$ cat src/rtl/flag_branch_unit.sv
// Conditional-branch resolver on the FLAG register read side: counts in-flight
// flag writers, holds a captured branch until its flags are committed, then pulses the outcome.
module flag_branch_unit #(
  parameter int MAX_PEND = 3,
  parameter int PEND_W   = 2,
  parameter int IMM_W    = 9
) (
  input  logic             clk,
  input  logic             rst,
  input  logic [2:0]       flag_in,
  input  logic             flag_wr_issue,
  input  logic             flag_wr_commit,
  input  logic             br_valid,
  input  logic [2:0]       br_ccc,
  input  logic             br_is_reg,
  input  logic [15:0]      br_pc_plus2,
  input  logic [IMM_W-1:0] br_imm,
  input  logic [15:0]      br_reg_target,
  input  logic             flush,
  output logic             br_ready,
  output logic             stall,
  output logic             resolve_valid,
  output logic             taken,
  output logic [15:0]      target,
  output logic             err
);

  typedef enum logic [1:0] {
    IDLE = 2'd0,
    EVAL = 2'd1,
    RESP = 2'd2
  } state_t;

  localparam logic [2:0] CCC_ALWAYS = 3'b111;

  state_t             state_q, state_d;
  logic [PEND_W-1:0]  pend_q;
  logic               capture, eval_now, clear, cond_met;
  logic [2:0]         cap_ccc;
  logic               cap_is_reg;
  logic [15:0]        cap_pc_plus2, cap_reg_target, offset, target_calc;
  logic [IMM_W-1:0]   cap_imm;

  // Pending flag writers; simultaneous issue and commit cancel out.
  always_ff @(posedge clk or negedge rst) begin
    if (!rst) begin
      pend_q <= '0;
      err    <= 1'b0;
    end else if (flag_wr_issue && !flag_wr_commit) begin
      if (pend_q == PEND_W'(MAX_PEND)) err    <= 1'b1;
      else                             pend_q <= pend_q + 1'b1;
    end else if (flag_wr_commit && !flag_wr_issue) begin
      if (pend_q == '0) err    <= 1'b1;
      else              pend_q <= pend_q - 1'b1;
    end
  end

  // NOTE: state registers use non-blocking assignments so every flop samples pre-edge values.
  always_ff @(posedge clk or negedge rst) begin
    if (!rst) state_q <= IDLE;
    else      state_q <= state_d;
  end

  assign clear = (pend_q == '0) && !flag_wr_issue;

  // NOTE: every output of this block is defaulted first so no latch is inferred.
  always_comb begin
    state_d  = state_q;
    capture  = 1'b0;
    eval_now = 1'b0;
    unique case (state_q)
      IDLE: begin
        if (!flush && br_valid) begin
          capture = 1'b1;
          state_d = EVAL;
        end
      end
      EVAL: begin
        if (flush) begin
          state_d = IDLE;
        end else if (clear || cap_ccc == CCC_ALWAYS) begin
          eval_now = 1'b1;
          state_d  = RESP;
        end
      end
      RESP:    state_d = IDLE;
      default: state_d = IDLE;
    endcase
  end

  assign br_ready      = (state_q == IDLE);
  assign stall         = (state_q == EVAL);
  assign resolve_valid = (state_q == RESP) && !flush;

  // NOTE: captured operands carry no reset; they are only consumed after a capture in IDLE.
  always_ff @(posedge clk) begin
    if (capture) begin
      cap_ccc        <= br_ccc;
      cap_is_reg     <= br_is_reg;
      cap_pc_plus2   <= br_pc_plus2;
      cap_imm        <= br_imm;
      cap_reg_target <= br_reg_target;
    end
  end

  // flag_in bit order is {Z, V, N}.
  always_comb begin
    cond_met = 1'b1;
    unique case (cap_ccc)
      3'b000:  cond_met = !flag_in[2];
      3'b001:  cond_met =  flag_in[2];
      3'b010:  cond_met = !flag_in[2] && !flag_in[0];
      3'b011:  cond_met =  flag_in[0];
      3'b100:  cond_met =  flag_in[2] || !flag_in[0];
      3'b101:  cond_met =  flag_in[2] ||  flag_in[0];
      3'b110:  cond_met =  flag_in[1];
      default: cond_met = 1'b1;
    endcase
  end

  assign offset = {{(15-IMM_W){cap_imm[IMM_W-1]}}, cap_imm, 1'b0};

  always_comb begin
    target_calc = cap_pc_plus2;
    if (cond_met) target_calc = cap_is_reg ? cap_reg_target : cap_pc_plus2 + offset;
  end

  // Outcome registers hold until the next evaluation; resolve_valid qualifies them.
  always_ff @(posedge clk or negedge rst) begin
    if (!rst) begin
      taken  <= 1'b0;
      target <= '0;
    end else if (eval_now) begin
      taken  <= cond_met;
      target <= target_calc;
    end
  end

endmodule

$ cat config.mk
export PLATFORM = sky130hd
export DESIGN_NAME = flag_branch_unit
export DESIGN_NICKNAME = d
export VERILOG_FILES = /design/src/rtl/flag_branch_unit.sv
export SDC_FILE = /design/constraint.sdc
export NUM_CORES = 1
export LEC_CHECK = 0
export BUFFER_PORTS_ARGS = -buffer_cell sky130_fd_sc_hd__buf_2
export CAP_MARGIN = 20
export CORE_MARGIN = 1
export CORE_UTILIZATION = 36
export DETAILED_ROUTE_END_ITERATION = 12
export SYNTH_ARGS = -nofsm -noshare
export SYNTH_HDL_FRONTEND = slang
export SYNTH_SLANG_ARGS = --single-unit
$ cat constraint.sdc
create_clock -name clk -period 8.07 [get_ports clk]
set_input_delay 0.807 -clock clk [delete_from_list [all_inputs] [get_ports clk]]
set_output_delay 0.807 -clock clk [all_outputs]
set_load 0.05 [all_outputs]
==> Yosys cells after proc, flatten, opt, wreduce, memory -nomap -nowiden <==
Index checks and enable logic that the tools add are counted.
{ "word_totals": {"word_cells": 70, "reg_bits": 67, "out_inout_bits": 21, "inputBits": 54} }
{ "classes": {"n_eq_ne": 15, "n_reduce_logical": 22, "muxes": 20, "addsub": 3} }
{ "op_table": {"columns": ["cell", "count"], "rows": [
  ["2-to-1 mux 16 bit", 2],
  ["adder 16 bit", 1],
  ["2-to-1 mux 2 bit", 7],
  ["== test 3 bit (second input constant)", 4],
  ["2-to-1 mux 1 bit", 9],
  ["case mux 1 bit (7 select lines)", 1],
  ["== test 3 x 2 -> 1 bit (second input constant)", 2],
  ["logical AND 1 bit", 6],
  ["AND reduction 3 bit", 2],
  ["logical NOT 1 bit", 5],
  ["== test 2 bit (second input constant)", 2],
  ["logical NOT 2 bit", 2],
  ["inequality test 2 x 1 -> 1 bit (second input constant)", 2],
  ["inequality test 2 bit (second input constant)", 2],
  ["case mux 2 bit (2 select lines)", 1],
  ["nonzero test 2 bit", 2],
  ["== test 3 x 1 -> 1 bit (second input constant)", 1],
  ["logical NOT 3 bit", 1],
  ["logical OR 1 bit", 3],
  ["inequality test 3 x 2 -> 1 bit (second input constant)", 1],
  ["adder 2 x 1 -> 2 bit (second input constant)", 1],
  ["== test 2 x 1 -> 1 bit (second input constant)", 1],
  ["AND reduction 2 bit", 1],
  ["subtractor 2 x 1 -> 2 bit (second input constant)", 1]
]} }

==> Depth between registers and ports, before layout <==
Gate-level depths: netlist of run 1.
{ "logic_depth": {"depth_word": 6, "depth_mapped": 9, "ltp_nobuf": 9} }

==> Worst setup path before layout of run 1 <==
OpenSTA, ideal clock, no wires.
{ "synth_path": {"path_type": "input port to flip-flop", "from": "in flush", "to": "reg cap_ccc[0], enable pin", "setup_time_ps": 581, "path_buffers": 0, "slack_ps": 1847, "path_stages": 1, "t_required_ps": 7489, "arrival_time_ps": 5642, "path_cell_list": "nor4b_1"} }
{ "synth_between": {"elab_chain_len": 4} }
{ "synth_lines": {"columns": ["element", "line_no", "text"], "rows": [
  ["from (decl)", "19", "input logic flush,"],
  ["logical NOT 1 bit", "73", "if (!flush && br_valid) begin"],
  ["logical AND 1 bit", "73", null],
  ["2-to-1 mux 1 bit", "73", null],
  ["2-to-1 mux 1 bit", "71", "unique case (state_q)"],
  ["to (signal assigned)", "98", "cap_ccc <= br_ccc;"],
  ["to (decl)", "39", "logic [2:0] cap_ccc;"]
]} }
No other way between the ends.
A chain may end at the register's enable or synchronous reset.

==> Worst setup path after layout of run 1 <==
{ "layout_path": {"from": "in flag_wr_issue", "to": "reg target[13]"} }
{ "layout_between": {"elab_chain_len": 6} }
{ "layout_lines": {"columns": ["element", "line_no", "text"], "rows": [
  ["from (decl)", "11", "input logic flag_wr_issue,"],
  ["logical NOT 1 bit", "64", "assign clear = (pend_q == '0) && !flag_wr_issue;"],
  ["logical AND 1 bit", "64", null],
  ["logical OR 1 bit", "81", "end else if (clear || cap_ccc == CCC_ALWAYS) begin"],
  ["2-to-1 mux 1 bit", "81", null],
  ["2-to-1 mux 1 bit", "79", "if (flush) begin"],
  ["2-to-1 mux 1 bit", "71", null],
  ["to (signal assigned)", "135", "target <= target_calc;"],
  ["to (decl)", "24", "output logic [15:0] target,"]
]} }
No other way between the ends.

==> metrics.txt, run 1 <==
drt pass-1 iters 4; share of cells above drive strength 1 27.4%; switching power share of the total 39.3%; number of gates resized after cts 0; clock latency at the later pin of the worst-skew pair between 0.3 and 0.4 ns; commonest cells in the netlist 45 x edfxtp_1, 32 x nand2_1, 22 x dfrtp_1, 21 x a21oi_1, 18 x o21ai_1; global-route wire length before repair between 10000 and 15000 um; Top FF cell, synth edfxtp_1; Place WS 5.06 ns; DR WL/cell 14.8 um; WL final 7000 um; maximum fanout along the worst path 27; combinational fraction of design power 32.9%; Setup Crit Path Kind primary input to flip-flop; Top Ports 75; post-detail-place hpwl 4840 um; reg2reg path depth 7; R2R Path End target[13]; final period utilization between 30% and 40%; post-synthesis simple-gate area fraction 12.2%; main combinational cell family by area after synthesis compound AO/OA/AOI/OAI gates; Synth Area in Compound Gates 16.9%; clock sink total between 60 and 70; Area contributors post-synth edfxtp_1 41%, dfrtp_1 17%, ha_1 5.7%; Post-CTS Setup Inserts 0; Clock transition at path regs 0.08 ns; total track usage 15.9%; die area approximately 0.0095 mm2; Syn Inst Count 282; syn nets 352; Internal Dissipation 683 uW; Max VDD drop 0.167 mV; Arr. time, crit path 2.88 ns; Seq cells post-synth 67; status complete, no violations; critical path required time 8.35 ns; Setup crit end target[13]; Crit. Startpoint flag_wr_issue; top-count cell post-synth edfxtp_1; R2R setup slack roughly 5.5 ns; root buf cell clkbuf_8; Flop pwr share a little over two fifths; Leak Pwr 1.67 nW; die span in x just under 100 um; Cell variety after synth 54; clock network fraction of total power 25.1%; Initial Utilization 37.3%; # Max-Cap Violations 0; Core Util, Final between 40% and 50%; Post-synth EDFFs 45; grt total ovfl 0; diodes inserted 0; Startpoint Class primary input; HP Class primary input to asynchronous set/reset pin; RSZ-0062 raised after global routing no; Synth Warn # 0; Synth Area per Inst 11.6 um2; Post-Synth XOR/XNOR Area under 10%; Num CTS Buffers 9; Yosys top cell area share about two fifths; worst reg2reg startpoint pend_q[0]; die height 97.3 um; Vias 2435; post-synthesis adder-cell area fraction under 10%; fraction of registers with async set or reset after synthesis about a third; number of global-route vias before repair roughly 2400; final worst path period need 2.60 ns; initial antenna violation count 0; IO buf count 74; Fmax approximately 380 MHz; sw power 443 uW; GP Congestion roughly 0.84; Power Density 284 mW/mm2; Max Slew Vio Count 0; Netlist Area Pre-Place between 0.003 and 0.004 mm2; Final WS setup approximately 5.5 ns; sum of negative setup slack 0 ns; mux cell area share after synthesis 1.26%; final hold vios 0; largest registers cap_pc_plus2 (16), cap_reg_target (16), target (16); sequential area share after synthesis between 50 and 60%; Nets between 400 and 500; # H-tree levels 3; # hold bufs at CTS 0; CTS tree built; worst slew pin tran 0.992 ns; DRT iter0 DRCs 77; final setup vio count 0; Std-Cell Rows 34; CORE AREA 0.00876 mm2; Worst Clk Skew between 0.009 and 0.01 ns; synthesis-to-layout area growth 21.2%; CP Capture Type flip-flop; Final ANT Viol Nets 0; Slew Limit Headroom about a third; drt via density 5.15; Remaining DRCs 0; largest net degree at the start of global routing 47; Final Hold Slack 0.449 ns; Bufs on Longest Clock Path 2; largest area contributor in the netlist edfxtp_1
-- placed cells by master (no fill, tap or decap), drive strengths merged, types with 9 or more instances in the layout --
cell / netlist / routed
edfxtp: 45 / 45
inv: 11 / 13
nor2: 11 / 11
clkbuf: 4 / 9
o21ai: 27 / 27
buf: 5 / 76
xnor2: 9 / 9
ha: 15 / 15
a21oi: 21 / 21
dfrtp: 22 / 22
nand2: 32 / 32
-- stage by stage --
stage / area, um2 / power, mW / std cells
final: 3960 / 1.13 / 473
after global routing: 3960 / 1.19 / 473
after CTS: 3960 / 1.14 / 473
after detailed placement: 3760 / 0.856 / 457
after global placement: 3760 / 0.848 / 457
after floorplan: 3270 / 0.756 / 282
-- layout make-up --
class | instances | area, um2
sequential | 67 | 1900
fill | 850 | 4800
inverter | 11 | 41.3
clock buffer | 9 | 124
clock inverter | 7 | 76.3
tap | 108 | 135
multi-input combinational | 195 | 1290
timing repair buffer | 76 | 385
-- layer usage --
metal | routed length (um) | track usage, %
met5 | 0 | 0
met4 | 78 | 4.41
met3 | 396 | 4.75
met2 | 3250 | 25.6
met1 | 3280 | 20.7
-- how the worst min path moves through the flow --
stage | endpoint | start | slack [ns]
floorplan | target[0] | cap_reg_target[0] | 0.49
global placement | err | err | 0.46
detailed placement | taken | taken | 0.46
CTS | target[7] | rst | 0.46
global route | target[0] | rst | 0.47
finish | target[0] | rst | 0.45
-- logic make-up (layout without fill, tap and decap cells) --
| group | after synthesis | count (layout) |
|---|---|---|
| muxes | 4 | 4 |
| adders and majority gates | 16 | 16 |
| buffers and inverters | 20 | 103 |
| DFF | 67 | 67 |
| and+or+nand+nor | 78 | 78 |
| AOI/OAI and AO/OA | 87 | 87 |
| xor gates and xnor gates | 10 | 10 |
-- critical path: stages --
cell and delay (ns):
buf_2 0.10, or3_1 0.32, nand2_1 0.07, nand2_1 0.55
inv_2 0.45, nand2_1 0.17, a221oi_1 0.23, a31o_1 0.17
-- power by group through the flow --
stage	registers (mW)	clock network, mW	logic (mW)
6_report	0.473	0.282	0.370
3_3_place_gp	0.479	0	0.370
3_5_place_dp	0.482	0	0.373
4_1_cts	0.475	0.290	0.374
5_1_grt	0.483	0.307	0.400
2_1_floorplan	0.619	0	0.137
(Power assumes the default switching activity.)
==> run 2, diff against run 1 <==
- clock period: 8.07 -> 2.1 ns (I/O delays scaled with it)
==> metrics.txt, run 2 (synthesis results as in run 1) <==
status finished with violations (was complete, no violations); failing checks setup timing; reg2reg path depth 7 (unchanged); clock sink total 67 (unchanged); # H-tree levels 3 (unchanged); DRT iter0 DRCs 93 (was 77); fin area 0.00440 mm2 (was 0.00396 mm2); synthesis-to-layout area growth 34.8% (was 21.2%); HP Class primary input to flip-flop (was primary input to asynchronous set/reset pin); Top Ports 75 (unchanged); number of global-route vias before repair 2661 (was 2429); Final ANT Viol Nets 0 (unchanged); final period utilization 104%; # Max-Cap Violations 0 (unchanged); global-route wire length before repair 12800 um (was 11800 um); sum of negative setup slack -0.219 ns (was 0 ns); drt pass-1 iters 4 (unchanged); Clock transition at path regs 0.08 ns (about the same); Leak Pwr 1.86 nW (was 1.67 nW); Remaining DRCs 0 (unchanged); Top Usage Layer GRT met2 (unchanged); GP Congestion 0.823 (was 0.843); Hold Path Stages 1; Std-Cell Rows 34 (unchanged); CP cell instances ha_4 > and2_4 > a221o_1 > nand3_2 > nand2_2 > or4_1 > a31o_1 (was buf_2 > or3_1 > nand2_1 > nand2_1 > inv_2 > nand2_1 > a221oi_1 > a31o_1); post-detail-place hpwl 5510 um (was 4840 um); largest registers cap_pc_plus2 (16), cap_reg_target (16), target (16) (unchanged); maximum fanout along the worst path 3 (was 27); Worst path slowest cell edfxtp_1 (was nand2_1); diodes inserted 0 (unchanged); Power Total 4.50 mW (was 1.13 mW); commonest non-fill, non-tap cells in the layout 74 x buf_2, 45 x edfxtp_1, 33 x buf_4 (was 74 x buf_2, 45 x edfxtp_1, 32 x nand2_1); Bufs on Longest Clock Path 2 (unchanged); Max Slew Vio Count 0 (unchanged); final setup vio count 5 (was 0); Setup Crit Path Kind flip-flop to flip-flop (was primary input to flip-flop); Power Density 1020 mW/mm2 (was 284 mW/mm2); CP Capture Type flip-flop (unchanged); initial antenna violation count 0 (unchanged); Slew Limit Headroom 62.8% (was 33.9%); Num CTS Buffers 9 (unchanged); CTS tree built (unchanged); Core Util, Final 50.2% (was 45.2%); met1 GRT Util 22.2% (was 20.7%); clock latency at the later pin of the worst-skew pair 0.35 ns (about the same); root buf cell clkbuf_8 (unchanged); met2 GRT Util 28.5% (was 25.6%); met3 track demand over resource 3.74% (was 4.75%); drt via density 5.23 (was 5.15); final hold vios 0 (unchanged); die span in x 97.3 um (unchanged); Final WS setup -0.0761 ns (was 5.47 ns); Arr. time, crit path 2.42 ns (was 2.88 ns); worst slew pin tran 0.558 ns (was 0.992 ns); final worst path period need 2.18 ns; IO buf count 74 (unchanged); Crit. Startpoint cap_imm[8] (was flag_wr_issue); DR WL/cell 15.2 um (was 14.8 um); WL final 7710 um (was 7000 um); CORE AREA 0.00876 mm2 (unchanged); worst reg2reg startpoint cap_imm[8] (was pend_q[0]); R2R setup slack -0.08 ns (was 5.53 ns); Initial Utilization 37.3% (unchanged); share of cells above drive strength 1 39.6% (was 27.4%); Min-Delay Startpoint br_pc_plus2[11]; CP max stage delay 0.50 ns (was 0.55 ns); grt total ovfl 0 (unchanged); largest net degree at the start of global routing 47 (unchanged); Fmax 460 MHz; critical path required time 2.34 ns (was 8.35 ns); RSZ-0062 raised after global routing yes (was no); die height 97.3 um (unchanged); Nets 464 (was 430); Final Hold Slack 0.0264 ns (was 0.449 ns); Storage cell area 0.00190 mm2 (unchanged); Cell Area, Placed 0.00405 mm2 (was 0.00376 mm2); Vias 2654 (was 2435); multi-input logic area 0.00146 mm2 (was 0.00129 mm2); Startpoint Class flip-flop (was primary input); most common cell after layout, fill and taps aside buf_2 (unchanged); die area 0.00946 mm2 (unchanged); fillers 781 (was 850); Max VDD drop 0.443 mV (was 0.167 mV); total track usage 17.3% (was 15.9%); Worst Clk Skew 0.00727 ns (was 0.00900 ns)
[run 2: worst max-delay path, delay by kind of cell, from the launching register on]
kind	cells	cell delay [ns]
simple gates	4	0.74
flops	1	0.50
fa+ha+maj	1	0.26
compound gates	2	0.55
[run 2: per-stage QoR]
step / worst slack (ns) / cells
floorplan: -0.315 / 282
global placement: -0.133 / 483
detailed placement: -0.205 / 483
CTS: -0.0791 / 506
global route: -0.196 / 507
finish: -0.0761 / 507
[run 2: metal layers]
metal / wire length, um / part of all wire [%] / up-vias
li1: - / - / 1293
met1: 3520 / 46 / 1279
met2: 3750 / 49 / 74
met3: 333 / 4.3 / 8
met4: 114 / 1.5 / 0
met5: 0 / 0 / -
[run 2: where the power goes]
part,switching (mW),internal (mW),leakage (nW),total [mW]
Sequential,0.154,1.66,0.683,1.81
Combinational,1.08,0.516,1.08,1.60
Clock,0.536,0.556,0.0962,1.09
[run 2: path summary, 6_finish.rpt]
check | endpoint
worst max-delay path | target[13]
worst min-delay path | cap_pc_plus2[11]
worst max register to register | target[13]
worst min register to register | err
max in group asynchronous | target[0]
min in group asynchronous | target[14]
[run 2: what timing repair did]
| action | in CTS | in global routing |
|---|---|---|
| hold buffers | 1 | 0 |
| endpoints found under the hold margin | 22 | 0 |
| pin swaps | 16 | 5 |
| setup buffers | 6 | 1 |
| setup endpoints to repair | 5 | 13 |
| gates resized for setup | 10 | 11 |
[run 2: layout make-up]
cell class | count | share of cell area [%]
tap | 108 | 3.07
inverter | 11 | 0.938
timing repair buffer | 110 | 15.2
clock buffer | 9 | 2.81
sequential | 67 | 43.2
multi-input combinational | 195 | 33.1
clock inverter | 7 | 1.73
==> run 3, diff against run 2 <==
- CORE_UTILIZATION: 36 -> 49
- PLACE_DENSITY: unset -> 0.76
==> metrics.txt, run 3 (synthesis results as in run 1) <==
grt total ovfl 0 (unchanged); Power Density 1010 mW/mm2 (was 1020 mW/mm2); sum of negative setup slack -0.166 ns (was -0.219 ns); DRT iter0 DRCs 188 (was 93); die area 0.00700 mm2 (was 0.00946 mm2); largest registers cap_pc_plus2 (16), cap_reg_target (16), target (16) (unchanged); Num CTS Buffers 9 (unchanged); WL final 7520 um (was 7710 um); number of global-route vias before repair 2612 (was 2661); Clock transition at path regs 0.09 ns (was 0.08 ns); Min-Delay Startpoint br_pc_plus2[9] (was br_pc_plus2[11]); failing checks setup timing (unchanged); fin area 0.00435 mm2 (was 0.00440 mm2); RSZ-0062 raised after global routing yes (unchanged); die span in x 83.7 um (was 97.3 um); critical path required time 2.36 ns (was 2.34 ns); largest net degree at the start of global routing 47 (unchanged); drt via density 5.52 (was 5.23); HP Class primary input to flip-flop (unchanged); CTS tree built (unchanged); met2 GRT Util 37.8% (was 28.5%); Std-Cell Rows 29 (was 34); clock sink total 67 (unchanged); Initial Utilization 51.2% (was 37.3%); Bufs on Longest Clock Path 2 (unchanged); CP Capture Type flip-flop (unchanged); final worst path period need 2.20 ns (was 2.18 ns); Leak Pwr 1.84 nW (was 1.86 nW); Setup Crit Path Kind flip-flop to flip-flop (unchanged); # Max-Cap Violations 0 (unchanged); die height 83.7 um (was 97.3 um); Max Slew Vio Count 0 (unchanged); final setup vio count 4 (was 5); met3 track demand over resource 6.43% (was 3.74%); diodes inserted 0 (unchanged); Crit. Startpoint cap_imm[8] (unchanged); status finished with violations (unchanged); Core Util, Final 68.1% (was 50.2%); final period utilization 105% (was 104%); maximum fanout along the worst path 4 (was 3); # H-tree levels 3 (unchanged); IO buf count 74 (unchanged); commonest non-fill, non-tap cells in the layout 74 x buf_2, 45 x edfxtp_1, 31 x nand2_1 (was 74 x buf_2, 45 x edfxtp_1, 33 x buf_4); initial antenna violation count 0 (unchanged); GP Congestion 0.870 (was 0.823); share of cells above drive strength 1 39.6% (about the same); global-route wire length before repair 12200 um (was 12800 um); root buf cell clkbuf_8 (unchanged); Vias 2610 (was 2654); fillers 477 (was 781); worst slew pin tran 0.543 ns (was 0.558 ns); post-detail-place hpwl 5160 um (was 5510 um); Top Usage Layer GRT met2 (unchanged); Nets 461 (was 464); Remaining DRCs 0 (unchanged); most common cell after layout, fill and taps aside buf_2 (unchanged); DR WL/cell 15.9 um (was 15.2 um); Slew Limit Headroom 63.8% (was 62.8%); Final ANT Viol Nets 0 (unchanged); total track usage 23.0% (was 17.3%); final hold vios 0 (unchanged); synthesis-to-layout area growth 33.1% (was 34.8%); Worst Clk Skew 0.0136 ns (was 0.00727 ns); Fmax 455 MHz (was 460 MHz); clock latency at the later pin of the worst-skew pair 0.37 ns (was 0.35 ns); Cell Area, Placed 0.00400 mm2 (was 0.00405 mm2); drt pass-1 iters 4 (unchanged); Startpoint Class flip-flop (unchanged); Top Ports 75 (unchanged); CORE AREA 0.00639 mm2 (was 0.00876 mm2); Max VDD drop 0.707 mV (was 0.443 mV); Final WS setup -0.0973 ns (was -0.0761 ns); worst reg2reg startpoint cap_imm[8] (unchanged); met1 GRT Util 27.7% (was 22.2%); Arr. time, crit path 2.46 ns (was 2.42 ns); Power Total 4.40 mW (was 4.50 mW)
run 3: stage by stage:
step	std cells	setup WS (ns)	hold WS [ns]
floorplan	282	-0.315	-0.0856
global placement	451	-0.121	0.224
detailed placement	451	-0.204	0.222
CTS	473	-0.0785	0.00484
global route	473	-0.174	0.00483
finish	473	-0.0973	0.0199
run 3: per-layer routing:
metal | vias to the layer above | wire [um]
li1 | 1276 | -
met1 | 1236 | 3220
met2 | 87 | 3760
met3 | 11 | 433
met4 | 0 | 109
met5 | - | 0
run 3: power breakdown:
group | switching (mW) | internal [mW]
logic | 1.10 | 0.520
clock network | 0.535 | 0.432
registers | 0.156 | 1.66
run 3: path summary, 6_finish.rpt:
check                                        to  slack (ns)  cells past startpoint
worst max-delay path                 target[13]        -0.1                      7
worst min-delay path            cap_pc_plus2[9]        0.02                      1
worst max register to register       target[13]        -0.1                      7
worst min register to register              err        0.48                      1
max in group asynchronous                   err        1.37                      2
min in group asynchronous            target[14]        0.35                      2
run 3: timing repair:
item | in CTS | in global routing
gates resized for setup | 7 | 19
pin swaps | 11 | 8
hold endpoints to repair | 23 | 0
hold buffers | 2 | 0
setup endpoints to repair | 5 | 10
setup buffers | 4 | 0
run 3: critical path: stages (launching register included):
cell	delay [ns]
edfxtp_1	0.50
ha_4	0.28
and2_4	0.14
a221o_1	0.35
nand3_2	0.07
nand2_1	0.07
or4_1	0.47
a31o_1	0.21
run 3: layout make-up:
class,instances,area (um2),share of cell area (%)
clock buffer,9,124,2.85
inverter,11,41.3,0.950
multi-input combinational,195,1480,34.0
tap,77,96.3,2.22
sequential,67,1900,43.7
clock inverter,7,53.8,1.24
timing repair buffer,107,652,15.0
